<file path="config.mk">
export PLATFORM = sky130hd
export DESIGN_NAME = e_q_phase_tracker
export DESIGN_NICKNAME = d
export VERILOG_FILES = /design/src/rtl/e_clk_pkg.sv /design/src/rtl/sync_edge.sv /design/src/rtl/e_q_phase_tracker.sv
export SDC_FILE = /design/constraint.sdc
export NUM_CORES = 1
export LEC_CHECK = 0
export CORE_MARGIN = 3
export CORE_UTILIZATION = 25
export DETAILED_ROUTE_END_ITERATION = 10
export PLACE_DENSITY = 0.55
export SKIP_LAST_GASP = 1
export SLEW_MARGIN = 10
export SYNTH_ARGS = -nofsm -noshare
export SYNTH_HDL_FRONTEND = slang
export SYNTH_SLANG_ARGS = --single-unit
</file>
<file path="constraint.sdc">
create_clock -name i_clk -period 1.8 [get_ports i_clk]
set_input_delay 0.18 -clock i_clk [delete_from_list [all_inputs] [get_ports i_clk]]
set_output_delay 0.18 -clock i_clk [all_outputs]
set_load 0.005 [all_outputs]
</file>
<file path="src/rtl/e_clk_pkg.sv">
// Shared definitions for the 6809 E/Q phase tracker: bus quadrant encoding,
// tracker FSM state and the edge that legally advances each quadrant.
package e_clk_pkg;

    localparam logic [1:0] PH_E0Q0 = 2'd0;
    localparam logic [1:0] PH_E0Q1 = 2'd1;
    localparam logic [1:0] PH_E1Q1 = 2'd2;
    localparam logic [1:0] PH_E1Q0 = 2'd3;

    typedef enum logic {
        UNLOCKED = 1'b0,
        LOCKED   = 1'b1
    } state_t;

    // Edge vectors are ordered {q_fall, q_rise, e_fall, e_rise}.
    function automatic logic [3:0] advance_edge(input logic [1:0] phase);
        case (phase)
            PH_E0Q0: advance_edge = 4'b0100;
            PH_E0Q1: advance_edge = 4'b0001;
            PH_E1Q1: advance_edge = 4'b1000;
            PH_E1Q0: advance_edge = 4'b0010;
            default: advance_edge = 4'b0000;
        endcase
    endfunction

endpackage

</file>
<file path="src/rtl/sync_edge.sv">
// Multi-flop synchronizer for one asynchronous level, followed by a registered
// rise/fall detector producing single-cycle pulses.
module sync_edge #(
    parameter int SYNC_STAGES = 2
) (
    input  logic i_clk,
    input  logic i_rst_n,
    input  logic i_async,
    output logic o_sync,
    output logic o_rise,
    output logic o_fall
);

    logic [SYNC_STAGES-1:0] sync_q;
    logic                   prev_q;

    // NOTE: flops use non-blocking assignments so every stage samples the
    // value its neighbour held before the edge; blocking would collapse the chain.
    always_ff @(posedge i_clk or negedge i_rst_n) begin
        if (!i_rst_n) begin
            sync_q <= '0;
            prev_q <= 1'b0;
            o_rise <= 1'b0;
            o_fall <= 1'b0;
        end else begin
            sync_q <= {sync_q[SYNC_STAGES-2:0], i_async};
            prev_q <= sync_q[SYNC_STAGES-1];
            o_rise <= sync_q[SYNC_STAGES-1] & ~prev_q;
            o_fall <= ~sync_q[SYNC_STAGES-1] & prev_q;
        end
    end

    assign o_sync = sync_q[SYNC_STAGES-1];

endmodule

</file>
<file path="src/rtl/e_q_phase_tracker.sv">
// Tracks the 6809 E/Q bus quadrant, measures the E period and flags a lost E
// clock. o_e_fall is the qualified strobe used by the downstream E-delay stage.
module e_q_phase_tracker #(
    parameter int SYNC_STAGES    = 2,
    parameter int PERIOD_W       = 8,
    parameter int TIMEOUT_CYCLES = 200
) (
    input  logic                i_clk,
    input  logic                i_rst_n,
    input  logic                i_e_clk,
    input  logic                i_q_clk,
    output logic                o_e_sync,
    output logic                o_q_sync,
    output logic                o_e_rise,
    output logic                o_e_fall,
    output logic                o_q_rise,
    output logic                o_q_fall,
    output logic [1:0]          o_phase,
    output logic                o_locked,
    output logic                o_seq_err,
    output logic [PERIOD_W-1:0] o_period,
    output logic                o_period_valid,
    output logic                o_clk_lost
);

    import e_clk_pkg::*;

    localparam logic [PERIOD_W-1:0] CNT_MAX   = '1;
    localparam logic [PERIOD_W-1:0] IDLE_MAX  = PERIOD_W'(TIMEOUT_CYCLES);
    localparam logic [PERIOD_W-1:0] IDLE_LAST = PERIOD_W'(TIMEOUT_CYCLES - 1);

    state_t              state_q, state_d;
    logic [1:0]          phase_q, phase_d;
    logic                seq_err_d;
    logic [3:0]          edges;
    logic                e_edge;
    logic                timeout;
    logic                seen_fall_q;
    logic [PERIOD_W-1:0] period_cnt_q;
    logic [PERIOD_W-1:0] idle_cnt_q;

    sync_edge #(.SYNC_STAGES(SYNC_STAGES)) u_e_sync (
        .i_clk   (i_clk),
        .i_rst_n (i_rst_n),
        .i_async (i_e_clk),
        .o_sync  (o_e_sync),
        .o_rise  (o_e_rise),
        .o_fall  (o_e_fall)
    );

    sync_edge #(.SYNC_STAGES(SYNC_STAGES)) u_q_sync (
        .i_clk   (i_clk),
        .i_rst_n (i_rst_n),
        .i_async (i_q_clk),
        .o_sync  (o_q_sync),
        .o_rise  (o_q_rise),
        .o_fall  (o_q_fall)
    );

    assign edges   = {o_q_fall, o_q_rise, o_e_fall, o_e_rise};
    assign e_edge  = o_e_rise | o_e_fall;
    // Any E edge resets the idle count, so a coinciding e_fall always beats the timeout.
    assign timeout = !e_edge && (idle_cnt_q == IDLE_LAST);

    // NOTE: every output of this block gets a default first, so no path can
    // leave a value unassigned and infer a latch.
    always_comb begin
        state_d   = state_q;
        phase_d   = phase_q;
        seq_err_d = 1'b0;
        if (timeout) begin
            state_d = UNLOCKED;
            phase_d = PH_E0Q0;
        end else if (state_q == UNLOCKED) begin
            phase_d = PH_E0Q0;
            if (o_e_fall && !o_q_sync) begin
                state_d = LOCKED;
            end
        end else if (edges != 4'b0000) begin
            if (edges == advance_edge(phase_q)) begin
                phase_d = phase_q + 2'd1;
            end else begin
                seq_err_d = 1'b1;
                state_d   = UNLOCKED;
                phase_d   = PH_E0Q0;
            end
        end
    end

    always_ff @(posedge i_clk or negedge i_rst_n) begin
        if (!i_rst_n) begin
            state_q   <= UNLOCKED;
            phase_q   <= PH_E0Q0;
            o_seq_err <= 1'b0;
        end else begin
            state_q   <= state_d;
            phase_q   <= phase_d;
            o_seq_err <= seq_err_d;
        end
    end

    assign o_locked = (state_q == LOCKED);
    assign o_phase  = phase_q;

    // A period is only published once a previous e_fall anchors the measurement.
    always_ff @(posedge i_clk or negedge i_rst_n) begin
        if (!i_rst_n) begin
            period_cnt_q   <= '0;
            idle_cnt_q     <= '0;
            seen_fall_q    <= 1'b0;
            o_period       <= '0;
            o_period_valid <= 1'b0;
            o_clk_lost     <= 1'b0;
        end else begin
            if (o_e_fall) begin
                period_cnt_q <= PERIOD_W'(1);
            end else if (period_cnt_q != CNT_MAX) begin
                period_cnt_q <= period_cnt_q + 1'b1;
            end

            if (e_edge) begin
                idle_cnt_q <= '0;
            end else if (idle_cnt_q != IDLE_MAX) begin
                idle_cnt_q <= idle_cnt_q + 1'b1;
            end

            if (timeout) begin
                o_clk_lost     <= 1'b1;
                seen_fall_q    <= 1'b0;
                o_period_valid <= 1'b0;
            end else if (o_e_fall) begin
                o_clk_lost  <= 1'b0;
                seen_fall_q <= 1'b1;
                if (seen_fall_q) begin
                    o_period       <= period_cnt_q;
                    o_period_valid <= 1'b1;
                end
            end
        end
    end

endmodule

</file>
# [Word level (Yosys, flattened, before mapping)]
# Cells that the tools add are included.
[word_totals] elab_cells=78 register_bits=41
[classes] n_reduce_logical=12 bitwise_logic=10 add_sub_neg=3 muxes=28 n_eq_ne=8
[ops] cell="2-to-1 mux 8 bit" count=4
[ops] cell="adder 8 x 1 -> 8 bit, second input constant" count=2
[ops] cell="2-to-1 mux 1 bit" count=16
[ops] cell="!= test 8 bit, second input constant" count=2
[ops] cell="case mux 4 bit (4 select lines)" count=1
[ops] cell="2-to-1 mux 4 bit" count=3
[ops] cell="equality test 8 bit, second input constant" count=1
[ops] cell="2-to-1 mux 2 bit" count=4
[ops] cell="nonzero test 2 bit" count=4
[ops] cell="inverter 1 bit" count=5
[ops] cell="bitwise AND 1 bit" count=4
[ops] cell="equality test 2 bit, second input constant" count=2
[ops] cell="equality test 4 bit" count=1
[ops] cell="nonzero test 4 bit" count=1
[ops] cell="!= test 3 x 1 -> 1 bit, second input constant" count=1
[ops] cell="AND reduction 3 bit" count=1
[ops] cell="adder 2 x 1 -> 2 bit, second input constant" count=1
[ops] cell="equality test 2 x 1 -> 1 bit, second input constant" count=1
[ops] cell="logical AND 1 bit" count=2
[ops] cell="zero test 1 bit" count=2
[ops] cell="zero test 2 bit" count=1
[ops] cell="AND reduction 2 bit" count=1
[ops] cell="OR 1 bit" count=1

# [Depth between registers and ports, before layout]
# Gate-level depths: netlist of run 1.
[depth] depth_word=10 depth_mapped=6 depth_no_buf=6

# [Hierarchy]
# A second synthesis of run 1 with hierarchy kept.
[unflattened] cells_unflattened=150 area_unflattened_um2=1767.9
[modules_own_cells] mod="e_q_phase_tracker" area_per_inst_um2=1487.7 instances=1 seq_area_each_um2=775.7 cells_each=136
[modules_own_cells] mod="sync_edge" area_per_inst_um2=140.1 instances=2 seq_area_each_um2=125.1 cells_each=7

# [Worst setup path before layout of run 1]
# OpenSTA, ideal clock, no wires.
[synth_timing] path_type="register -> register" startpoint="register phase_q[0] (netlist: o_phase[0])" endpoint="register phase_q[0] (netlist: o_phase[0])" setup_ns=0.077 slack_ns=0.118 synth_period_minus_slack_ns=1.682 path_buffers=0 arrival_ns=1.604 path_stages_with_launch=7 cell_sequence="dfrtp_1 > inv_1 > ha_1 > xor2_1 > nor4_2 > or3b_1 > a21oi_1"
[synth_via] elab_chain_len=10 word_cells_on_any_way=14 classes_between="add/sub (1); eq/ne (4); mux (8); reduce/logical (1)"
[synth_lines] element="start, declared" line_no="e_q_phase_tracker.sv:33" text="logic [1:0] phase_q, phase_d;"
[synth_lines] element="start signal, assigned" line_no="e_q_phase_tracker.sv:97" text="phase_q <= phase_d;"
[synth_lines] element="equality test 2 bit, or another cell as far along" line_no="e_clk_pkg.sv:17" text="case (phase)"
[synth_lines] element="case mux 4 bit (4 select lines)" line_no="e_clk_pkg.sv:17"
[synth_lines] element="2-to-1 mux 4 bit" line_no="e_q_phase_tracker.sv:79" text="end else if (edges != 4'b0000) begin"
[synth_lines] element="2-to-1 mux 4 bit" line_no="e_q_phase_tracker.sv:74" text="end else if (state_q == UNLOCKED) begin"
[synth_lines] element="2-to-1 mux 4 bit" line_no="e_q_phase_tracker.sv:71" text="if (timeout) begin"
[synth_lines] element="equality test 4 bit" line_no="e_q_phase_tracker.sv:80" text="if (edges == advance_edge(phase_q)) begin"
[synth_lines] element="2-to-1 mux 2 bit (*)" line_no="e_q_phase_tracker.sv:80"
[synth_lines] element="2-to-1 mux 2 bit (*)" line_no="e_q_phase_tracker.sv:79"
[synth_lines] element="2-to-1 mux 2 bit (*)" line_no="e_q_phase_tracker.sv:74"
[synth_lines] element="2-to-1 mux 2 bit (*)" line_no="e_q_phase_tracker.sv:71"
# Mark *: on every way between the ends. The rest lies on a longest branch, timed or not. The select of a mux whose other input is x is not followed.
# A chain may end at the register's enable or synchronous reset.

# [Worst setup path in the final report of run 1]
# Ends and elaborated chain as after synthesis.

==> results of run 1 <==
[through the flow]
step                util, %  std cells  setup WS (ns)
floorplan                 -        146          0.118
global placement       32.4        265          0.167
detailed placement     32.4        265         0.0811
CTS                    34.3        274         0.0571
global route           34.5        275       -0.00113
finish                 34.5        275         0.0861
[cell type report]
class                   count  area, sq um
repair buffers             30          280
multi-input cells          98          708
flip-flops and latches     41         1030
inverters                   5         18.8
clock buffers               7         86.3
clock inverters             1         30.0
well taps                  93          116
fillers                   673         4300
[cell families after synthesis]
group	after synthesis	synth area share [%]
buffers and inverters	7	1.57
AOI/OAI and AO/OA	17	5.77
adders and majority gates	7	4.99
DFF	41	58.4
xor gates and xnor gates	12	5.99
muxes	10	6.34
and+or+nand+nor	52	16.9
[placed cells by master (no fill, tap or decap), types with 5 or more instances in the layout]
cell type,synthesis,layout
clkdlybuf4s50_1,0,22
nand2_1,10,10
clkbuf_8,0,6
dfrtp_1,41,40
mux2_2,9,9
nor2_1,10,10
buf_4,0,6
nand3_1,5,5
ha_1,7,6
xor2_1,9,9
nor3_1,5,5
[worst max-delay path, delay by kind of cell, from the launching register on]
family                     cells  cell delay (ns)
adders and majority gates      1             0.23
AOI/OAI and AO/OA              1             0.12
DFF                            1             0.44
and+or+nand+nor                2             0.71
xor gates and xnor gates       1             0.16
[flip-flops by register name, summed over array words and instances, names as in the netlist, 2 cells and up]
register         cells
o_period             8
period_cnt_q         8
o_phase              2
u_q_sync.sync_q      2
idle_cnt_q           8
u_e_sync.sync_q      2
[Yosys cell counts (2+ instances only)]
master / number
nand2_1: 10
nor2b_1: 4
a21oi_1: 5
a31oi_1: 3
ha_1: 7
dfrtp_1: 41
mux2_2: 9
o21ai_0: 4
o21bai_1: 2
nor3_1: 5
nor2_1: 10
inv_1: 5
and3_1: 4
xnor2_1: 3
and4_1: 3
xor2_1: 9
nand3_1: 5
[final timing paths]
kind,to,slack (ns),depth (start not counted)
max in group asynchronous,period_cnt_q[0],0.82,3
worst min register to register,u_q_sync.sync_q[1],0.35,0
min in group asynchronous,o_period[1],0.43,2
worst min-delay path,u_q_sync.sync_q[0],0.33,1
worst max-delay path,o_phase[0],0.09,5
worst max register to register,o_phase[0],0.09,5
[layer usage]
metal / vias to the layer above / track usage (%)
li1: 575 / -
met1: 561 / 10.9
met2: 19 / 13.2
met3: 6 / 2.67
met4: 0 / 3.45
met5: - / 0
[repair_timing]
action | 4_1_cts | 5_1_grt
endpoints found under the hold margin | 25 | 0
gates resized for setup | 0 | 4
hold buffers | 1 | 0
setup buffers | 0 | 1
setup endpoints to repair | 0 | 2
[power groups by stage]
stage	registers [mW]	logic (mW)	clock network (mW)
2_1_floorplan	1.12	0.158	0
3_3_place_gp	1.13	0.327	0
3_5_place_dp	1.13	0.331	0
4_1_cts	1.12	0.333	0.784
5_1_grt	1.14	0.377	0.821
6_report	1.12	0.326	0.752
==> impl_metrics.toml, run 1 <==
[cts]
cts_buffers = 5
cts-root-buf = "clkbuf_8"
clock_path_buffers = 2
clk_pin_slew_worst_paths_ns = 0.08
cts_tree = "built"
clkSinkCount = 41
htree_num_levels = 2
clk_latency_ns = 0.29

[logic_synthesis]
synth.distinct_cells = 34
synthArstFlopShare_pct = 100
synth_area_leaders = "dfrtp_1, mux2_2, ha_1"
synth-edff-count = 0
ys_seq_elements = 41
syn_nets = 157
syn_area_per_cell_sq_um = 12.0
ys.flop_type = "dfrtp_1"
yosysWarnings = 0
netlist.area_leader.share_pct = 58.4
syn_area_sq_um = 1760
yosysSeqAreaShare_pct = 58.4
yosys.area.top_type = "dfrtp_1"
syn-instance-count = 146

[sta]
min_period_ns = 1.71
clock_skew_ns = 0.00808
worst_slew_pin_slew_ns = 0.609
finalHoldViolations = 0
fmax_mhz = 583
finalCritPeriodShare_pct = 95.2
hold_slack_ns = 0.328
slew-limit-headroom_pct = 59.4
tns_ns = 0
setup_viol_count_final = 0
maxSlewViolCount = 0

[pwr]
power.switching_mw = 0.524
totalPowerFinal_mw = 2.20
power_switching_share_pct = 23.9
power_density_nw_per_um2 = 968
p_int_mw = 1.67
p_seq_share_pct = 50.9
combPwrFrac_pct = 14.9
power_leakage_nw = 0.993
ir_drop_v = 0.000676
clockPowerShare_pct = 34.3

[grt]
grt_start_max_net_pins = 28
grt_pass1_vias = 1195
grt_pass1_wl_um = 5570
antenna_found_initial = 0
grtUsageTotal_pct = 8.46
overflow = 0

[floorplan]
core_sq_um = 6570
die_w_um = 89.8
ios = 24
rows = 29
die_area_sq_um = 8060
die_y_um = 89.8
start_util_pct = 26.7

[setup_path]
r2r_start = "o_phase[0]"
crit_slowest_cell = "dfrtp_2"
crit_chain = "ha_1 -> xor2_1 -> nor4_2 -> or3b_1 -> a21oi_2"
cp-startpoint = "o_phase[0]"
crit_type = "register to register"
arrival_ns = 1.93
cp_max_fo = 5
critPathLaunchType = "register"
end_kind = "register"
max_stage_delay_ns = 0.44
required_ns = 2.02

[worst_hold_path]
hold_start = "i_q_clk"
hold_class = "input pin to register"

[route]
drt_first_iter_violations = 45
met1Wirelength_um = 1560
wl_um = 3200
first_pass_iters = 3
top_layer_used = "met4"
viasPerCell = 4.22
drcViolationCount = 0
met2WireLength_um = 1470
ant_nets = 0
vias = 1161
wl_per_cell_um = 11.6
wl_met3_um = 124

[cells_and_area]
syn_to_final_growth_pct = 29.2
drive_gt1_share_pct = 17.0
n_antenna_cell = 0
fin_nets = 192
fin_area_sq_um = 2270

[placed_design]
hpwl_um = 2300
io_buffers = 23
routabilityCongestion = 0.728
place_area_sq_um = 2130

[outcome]
status = "complete, no violations"

[run]
maxCapViolCount = 0
Note: power is estimated with default switching activity, not from simulation.
==> inputs of run 2 (changes only) <==
Settings changed: CORE_UTILIZATION 25 to 45, PLACE_DENSITY 0.55 to 0.8, SKIP_LAST_GASP 1 to not set.
==> impl_metrics.toml, run 2 (same netlist as run 1, synthesis figures left out) <==
[setup_path]
end_kind = "register"
crit_chain = "inv_1 -> ha_1 -> xor2_1 -> nor4_2 -> or3b_1 -> a21oi_1"
arrival_ns = 1.93
crit_type = "register to register"
max_stage_delay_ns = 0.43
cp_max_fo = 5
crit_slowest_cell = "dfrtp_1"
required_ns = 2.02
critPathLaunchType = "register"

[grt]
antenna_found_initial = 0
grt_start_max_net_pins = 22
grt_pass1_vias = 1334
grt_pass1_wl_um = 5910
grtUsageTotal_pct = 17.4
overflow = 0

[cts]
cts-root-buf = "clkbuf_8"
cts_tree = "built"
clock_path_buffers = 2
htree_num_levels = 2
post_cts_buffers = 0
clkSinkCount = 41
cts_buffers = 5
clk_pin_slew_worst_paths_ns = 0.08
clk_latency_ns = 0.29

[floorplan]
die_area_sq_um = 4690
ios = 24
start_util_pct = 47.2
die_y_um = 68.5
die_w_um = 68.5
rows = 22
core_sq_um = 3720

[sta]
slew-limit-headroom_pct = 63.0
tns_ns = 0
clock_skew_ns = 0.00924
hold_slack_ns = 0.327
min_period_ns = 1.71
fmax_mhz = 586
finalCritPeriodShare_pct = 94.8
rsz0062_at_grt = "no"
worst_slew_pin_slew_ns = 0.551
maxSlewViolCount = 0
setup_viol_count_final = 0
finalHoldViolations = 0

[cells_and_area]
utilization_pct = 59.3
multi_input_area_sq_um = 702
n_antenna_cell = 0
final_common_cell = "dfrtp_1"
layout_common_cells = "dfrtp_1, clkdlybuf4s50_1, nand2_1, nor2_1"
regArea_sq_um = 1030
nFillCells = 304
fin_nets = 190
reg_top3 = "idle_cnt_q x8, o_period x8, period_cnt_q x8"
syn_to_final_growth_pct = 25.4
drive_gt1_share_pct = 14.4

[route]
ant_nets = 0
drcViolationCount = 0
wl_per_cell_um = 14.7
wl_um = 3350
viasPerCell = 5.43
drt_first_iter_violations = 93
met1Wirelength_um = 1390
met2WireLength_um = 1740
top_layer_used = "met4"
vias = 1239
wl_met3_um = 150
first_pass_iters = 4

[worst_hold_path]
hold_class = "input pin to register"

[outcome]
status = "complete, no violations"

[placed_design]
io_buffers = 23
hpwl_um = 2440
routabilityCongestion = 0.864

[pwr]
power_density_nw_per_um2 = 1000
power_leakage_nw = 0.988
ir_drop_v = 0.000671

[run]
maxCapViolCount = 0
run 2: cell count changes in the layout (fill, tap and decap cells not counted), sizes merged:
cell	previous run	this run
buf	7	5
run 2: area by class of cell:
class	count	share of cell area, %
multi-input cells	98	31.9
flip-flops and latches	41	46.6
clock buffers	7	3.92
well taps	48	2.73
clock inverters	1	1.36
inverters	5	0.852
repair buffers	28	12.6
run 2: report_power, final:
part	switching (mW)	internal, mW	leakage (nW)	total, mW
sequential	0.0979	1.02	0.525	1.12
clock	0.308	0.452	0.0585	0.760
combinational	0.133	0.198	0.404	0.331
total	0.539	1.67	0.988	2.21
run 2: repair_timing:
item | CTS | global route
gates resized for setup | 0 | 1
hold buffers | 1 | 0
setup endpoints to repair | 0 | 1
hold endpoints to repair | 20 | 0
run 2: worst paths after layout:
kind	start	to	slack, ns	cells after the start
max	o_phase[1]	o_phase[0]	0.09	6
min	i_q_clk	u_q_sync.sync_q[0]	0.33	1
max reg2reg	o_phase[1]	o_phase[0]	0.09	6
min reg2reg	u_e_sync.sync_q[0]	u_e_sync.sync_q[1]	0.36	0
max in group asynchronous	i_rst_n	o_period[5]	0.95	3
min in group asynchronous	i_rst_n	o_phase[0]	0.37	2
run 2: metrics by stage:
| step | power [mW] | setup slack, ns | area (sq um) | cells |
|---|---|---|---|---|
| 5_1_grt | 2.35 | 0.00292 | 2200 | 228 |
| 3_5_place_dp | 1.47 | 0.0775 | 2070 | 219 |
| 3_3_place_gp | 1.45 | 0.182 | 2070 | 219 |
| 2_1_floorplan | 1.28 | 0.118 | 1760 | 146 |
| 4_1_cts | 2.24 | 0.0525 | 2200 | 228 |
| 6_report | 2.21 | 0.0940 | 2200 | 228 |
run 2: layer usage:
metal  GRT usage, %  vias up
li1               -      574
met1           19.0      620
met2           31.2       35
met3           5.42       10
met4           6.20        0
met5              0        -
run 2: critical path, delay by kind of cell, from the launching register on:
kind                     cells  cell delay [ns]
flip-flops                   1             0.43
adder cells (fa/ha/maj)      1             0.20
AND/OR/NAND/NOR              2             0.64
AO/OA/AOI/OAI                1             0.12
XOR/XNOR                     1             0.15
buffers and inverters        1             0.09
==> inputs of run 3 (changes only) <==
Settings changed: CORE_MARGIN 3 to not set, GPL_TIMING_DRIVEN set to 0.
==> impl_metrics.toml, run 3 (same netlist as run 1, synthesis figures left out) <==
[outcome]
status = "complete, no violations"

[route]
wl_met3_um = 127
first_pass_iters = 4
drt_first_iter_violations = 93
ant_nets = 0
top_layer_used = "met4"
vias = 1211
viasPerCell = 5.31
met1Wirelength_um = 1360
met2WireLength_um = 1490
wl_um = 3080
wl_per_cell_um = 13.5
drcViolationCount = 0

[cts]
cts_tree = "built"
clk_pin_slew_worst_paths_ns = 0.07
clock_path_buffers = 2
cts-root-buf = "clkbuf_8"
cts_buffers = 5
clkSinkCount = 41
htree_num_levels = 2
clk_latency_ns = 0.30

[floorplan]
start_util_pct = 47.6
core_sq_um = 3690
die_w_um = 64.5
die_area_sq_um = 4150
rows = 22
ios = 24
die_y_um = 64.5

[setup_path]
crit_type = "register to register"
required_ns = 2.02
timing.rr.end = "o_phase[0]"
arrival_ns = 1.98
r2r_start = "o_phase[0]"
r2r_cells = 5
end_kind = "register"
cp_max_fo = 6
critPathLaunchType = "register"
rrSetupSlack_ns = 0.04

[cells_and_area]
final_common_cell = "dfrtp_1"
n_antenna_cell = 0
syn_to_final_growth_pct = 25.1
fin_area_sq_um = 2200
layout_common_cells = "dfrtp_1, clkdlybuf4s50_1, nand2_1, nor2_1"
reg_top3 = "idle_cnt_q x8, o_period x8, period_cnt_q x8"
drive_gt1_share_pct = 15.0
layout.cells.non_filler = 228
fin_nets = 191
nFillCells = 320

[worst_hold_path]
hold_class = "input pin to async pin"

[grt]
grt_pass1_vias = 1235
grtUsageTotal_pct = 17.4
overflow = 0
grt_pass1_wl_um = 5350
antenna_found_initial = 0
grt_start_max_net_pins = 40

[placed_design]
place_area_sq_um = 2060
io_buffers = 23
placedCellCount = 218
routabilityCongestion = 0.820
hpwl_um = 2150

[run]
maxCapViolCount = 0

[sta]
finalHoldViolations = 0
finalCritPeriodShare_pct = 97.8
slew-limit-headroom_pct = 71.8
rsz0062_at_grt = "yes"
fmax_mhz = 568
min_period_ns = 1.76
maxSlewViolCount = 0
setup_viol_count_final = 0
clock_skew_ns = 0.00506
worst_slew_pin_slew_ns = 0.423

[pwr]
ir_drop_v = 0.000630
power_leakage_nw = 0.987
power_density_nw_per_um2 = 979
run 3: layer usage:
layer	up-vias	global-route usage, %
met4	0	13.3
met1	598	20.9
li1	572	-
met3	9	3.70
met5	-	0
met2	32	27.4
run 3: power breakdown:
group	internal (mW)	switching, mW
Combinational	0.197	0.131
Clock	0.403	0.299
Sequential	1.02	0.0964
run 3: critical path, stage by stage, from the launching register on:
cell and delay (ns):
dfrtp_2 0.45, ha_1 0.23, xor2_1 0.15, nor4_2 0.34, or3b_1 0.38, a21oi_1 0.13
run 3: metrics by stage:
step	TNS [ns]	power [mW]	hold slack (ns)	util [%]	setup WS, ns
finish	0	2.15	0.211	59.5	0.0402
global route	-0.0778	2.26	0.216	59.5	-0.0778
CTS	0	2.17	0.211	59.2	0.0173
detailed placement	-0.0532	1.46	-0.00431	55.9	-0.0532
global placement	-13.19	1.44	0.332	55.5	-0.324
floorplan	0	1.28	-0.116	-	0.118
run 3: final cells by class:
class,instances,area (sq um),area share (%)
Inverter,5,18.8,0.855
Multi-Input combinational cell,98,707,32.2
Timing Repair Buffer,27,270,12.3
Sequential cell,41,1030,46.8
Buffer,2,8.76,0.399
Tap cell,48,60.1,2.74
Clock buffer,5,68.8,3.13
Clock inverter,2,35.0,1.60
run 3: worst max-delay path by stage:
stage	from	endpoint	slack, ns
finish	o_phase[0]	o_phase[0]	0.04
CTS	o_phase[0]	o_phase[0]	0.02
detailed placement	o_phase[0]	o_phase[0]	-0.05
global route	o_phase[1]	o_phase[0]	-0.08
global placement	i_rst_n	o_period[3]	-0.32
floorplan	o_phase[0]	o_phase[0]	0.12
run 3: what timing repair did:
item | CTS | global route
gates cloned | 0 | 0
hold buffers | 1 | 0
buffers inserted | 1 | 1
pin swaps | 1 | 0
gates resized for setup | 0 | 3
endpoints found under the hold margin | 41 | 0
setup endpoints to repair | 1 | 4
==> variant 1 (settings of run 1) <==
The parameter `PERIOD_W` goes from 8 to 7.
--- a/src/rtl/e_q_phase_tracker.sv
+++ b/src/rtl/e_q_phase_tracker.sv
@@ -4,3 +4,3 @@
     parameter int SYNC_STAGES    = 2,
-    parameter int PERIOD_W       = 8,
+    parameter int PERIOD_W       = 7,
     parameter int TIMEOUT_CYCLES = 200
Ports: changed (resized o_period); port bits go from 24 to 23. No check against the original RTL was run, so the function may have changed too.
==> variant 1 against run 1 <==
Sequential cell count down 3; total power down 5.8%; synthesized area down 8.7%; largest cell class unchanged; worst setup slack better by 0.071 ns; critical endpoint is now o_locked; wire length down 14%; die area down 8.1%; first-iteration DRC count up 38%; highest routed layer unchanged; design area down 8.5%.
==> variant 1: results <==
[yosys]
yosys-top-cells-count = dfrtp_1, nor2_1, nand2_1
ys_top_cells_by_area = dfrtp_1, ha_1, mux2_2
yosysSeqAreaShare = 0.593
yosys.area_share.xor_xnor = 0.0546
synth-adder-area-share = 0.0546
ys_types = 28
synth_compound_gate_area_share = 0.0492
syn_nets = 148
syn_area_per_cell_um2 = 11.7
synthFlopType = dfrtp_1
async_flop_share = 1.00
muxShareOfSynthArea = 0.0617

[pwr]
ir_drop_v = 0.000546
p_int_w = 0.00156
p_leak_nw = 0.892

[clock_tree]
clkTransAtPathRegs_ns = 0.08
cts_resized = 0
cts_setup_buffers = 0
clkLatencyLatePin_ns = 0.29
cts_htree_levels = 2
cts_buffers = 5
cts_hold_buf = 1

[cells_and_area]
layout.nets = 181
reg.largest.list = idle_cnt_q: 7 flops, o_period: 7 flops, period_cnt_q: 7 flops
drive_gt1_frac = 0.146
num-fill-cells = 606

[hold_path]
hold_start = i_e_clk
holdPathEnd = u_e_sync.sync_q[0]
hold_path_depth = 1

[grt]
grtUsageMet2 = 0.127
grt_pass1_vias = 1039
antenna_found_initial = 0
grt_max_degree = 21
grt_pass1_wl_um = 4820
use_met1 = 0.110
grt.met3_usage = 0.0259
track_usage = 0.0843
grt.overflow.total = 0

[detailed_routing]
drt_first_pass_iters = 3
wl_per_cell_um = 11.2
drt_iter0_drc = 62
routed_wl_um = 2750
viasPerCell = 4.27

[place]
gp_congestion = 0.713
dp.cells = 236
dp_hpwl_um = 2020
numPortBuffers = 22
post-place-ws_ns = 0.0761
dpl_cell_area_um2 = 1950

[critical_path]
crit_path_end_kind = register
worst_path_max_delay_cell = or4_4
r2r_end = o_locked
reg2reg_depth = 4
rrSetupSlack_ns = 0.16
critical-path-max-stage-delay_ns = 0.47
r2r-start = idle_cnt_q[4]

[timing]
slew_headroom = 0.702
timing.hold.ws_ns = 0.329
fin_skew_ns = 0.00762

[run_status]
status = finished, final reports clean
variant 1: metal layers:
metal / vias up / wire length, µm
met5: - / 0
met1: 500 / 1310
met3: 4 / 143
met2: 21 / 1270
met4: 0 / 32
li1: 526 / -
variant 1: cell type report:
| class | count | share of cell area |
|---|---|---|
| Inverter | 6 | 0.0109 |
| Timing Repair Buffer | 28 | 0.133 |
| Clock inverter | 3 | 0.0193 |
| Clock buffer | 5 | 0.0332 |
| Sequential cell | 38 | 0.458 |
| Multi-Input combinational cell | 91 | 0.300 |
| Tap cell | 75 | 0.0452 |
variant 1: how the worst max path moves through the flow:
stage               startpoint    endpoint  slack [ns]  depth (start not counted)
6_report         idle_cnt_q[4]    o_locked        0.16                          4
5_1_grt             o_phase[0]  o_phase[1]        0.03                          6
4_1_cts             o_phase[0]  o_phase[1]        0.06                          6
3_5_place_dp        o_phase[0]  o_phase[1]        0.08                          6
3_3_place_gp     idle_cnt_q[4]    o_locked        0.14                          4
2_1_floorplan  u_e_sync.o_fall   o_seq_err        0.16                          5
variant 1: power by group through the flow:
stage / Combinational [W] / Sequential [W] / Clock (W)
3_5_place_dp: 0.000334 / 0.00106 / 0
5_1_grt: 0.000377 / 0.00106 / 0.000768
2_1_floorplan: 0.000158 / 0.00105 / 0
4_1_cts: 0.000339 / 0.00104 / 0.000726
6_report: 0.000331 / 0.00104 / 0.000696
3_3_place_gp: 0.000332 / 0.00106 / 0
variant 1: per-stage QoR:
step,total power [W],util
3_3_place_gp,0.00139,0.321
4_1_cts,0.00211,0.341
3_5_place_dp,0.00140,0.321
6_report,0.00207,0.342
2_1_floorplan,0.00121,-
5_1_grt,0.00220,0.342
==> variant 2 (config.mk and constraints of run 1) <==
Without the edit above. The output `o_seq_err` loses its register stage (`o_seq_err` becomes a continuous assignment).
--- a/src/rtl/e_q_phase_tracker.sv
+++ b/src/rtl/e_q_phase_tracker.sv
@@ -93,3 +93,2 @@
             phase_q   <= PH_E0Q0;
-            o_seq_err <= 1'b0;
         end else begin
@@ -97,5 +96,6 @@
             phase_q   <= phase_d;
-            o_seq_err <= seq_err_d;
         end
     end
+
+    assign o_seq_err = seq_err_d;
 
Behaviour: not the same (a bounded check fails within 10 cycles, from zero or initial values and one cycle with i_rst_n low).
==> variant 2 against run 1 <==
The flow now finishes with violations (setup timing); critical path depth grew 3; worst setup slack lost 0.15 ns; synthesized area shrank 1.2%; total power shrank 2.0%; wire length grew 2.7%; sequential cell count shrank 1; design area grew 4.8%; die area shrank 1.1%; maximum frequency shrank 8.1%; highest routed layer unchanged.
==> variant 2: results <==
[run_status]
status = finished, violations left
failed_checks = setup timing

[detailed_routing]
wl_met2_um = 1550
drt_iter0_drc = 62
wl_met3_um = 103

[cells_and_area]
nonClkBufAreaFrac = 0.173
clkbuf_count = 6
clock_area_frac = 0.0453
num-fill-cells = 667
multi_input_area_share = 0.311
multi_input_area_um2 = 739
multi_input_gates = 96
post_layout_nonfiller_instances = 272

[place]
dp.cells = 260
gp_congestion = 0.735
dp_hpwl_um = 2240
dpl_cell_area_um2 = 2200

[grt]
use_met1 = 0.120
grt_pass1_vias = 1244
grt_max_degree = 41
grtUsageMet2 = 0.154

[timing]
slew_headroom = 0.697
setup_viol = 2
fin_skew_ns = 0.00385
setup_slack_ns = -0.0644

[yosys]
netlist_instances = 143
syn_nets = 154
muxShareOfSynthArea = 0.0700
synth-adder-area-share = 0.0505
yosys-top-cells-count = dfrtp_1, nor2_1, mux2_2, xor2_1, nand2_1

[pwr]
p_leak_nw = 1.07

[critical_path]
critical-path-max-stage-delay_ns = 0.42
critPathArrivalTime_ns = 2.08
[variant 2: what timing repair did]
| item | CTS | global route |
|---|---|---|
| hold buffers | 1 | 0 |
| setup buffers | 2 | 1 |
| endpoints found under the hold margin | 40 | 0 |
| gates cloned | 0 | 0 |
| gates resized for setup | 10 | 5 |
| endpoints found under the setup margin | 1 | 3 |
| pin swaps | 5 | 2 |
[variant 2: kinds of logic (layout without fill, tap and decap cells)]
kind of cell | after synthesis | after routing
AOI/OAI and AO/OA | 16 | 16
xor gates and xnor gates | 12 | 12
adders and majority gates | 7 | 7
buffers and inverters | 7 | 59
DFF | 40 | 40
muxes | 11 | 11
and+or+nand+nor | 50 | 50
[variant 2: path summary, 6_finish.rpt]
path	startpoint	end	slack (ns)	cells past startpoint
max	o_phase[0]	o_phase[0]	-0.06	8
min	i_q_clk	u_q_sync.sync_q[0]	0.33	1
max reg2reg	o_phase[0]	o_phase[0]	-0.06	8
min reg2reg	u_e_sync.sync_q[0]	u_e_sync.sync_q[1]	0.35	0
max in group asynchronous	i_rst_n	o_phase[1]	1.20	3
min in group asynchronous	i_rst_n	o_clk_lost	0.40	3
[variant 2: through the flow]
stage / hold slack, ns / TNS, ns
2_1_floorplan: -0.116 / 0
3_3_place_gp: 0.169 / -0.100
3_5_place_dp: 0.167 / -0.126
4_1_cts: 0.317 / -0.106
5_1_grt: 0.317 / -0.313
6_report: 0.328 / -0.121
[variant 2: power by group through the flow]
stage	clock network (W)	logic [W]	registers, W
2_1_floorplan	0	0.000162	0.00109
3_3_place_gp	0	0.000361	0.00110
3_5_place_dp	0	0.000363	0.00111
4_1_cts	0.000734	0.000369	0.00109
5_1_grt	0.000772	0.000407	0.00111
6_report	0.000704	0.000361	0.00109
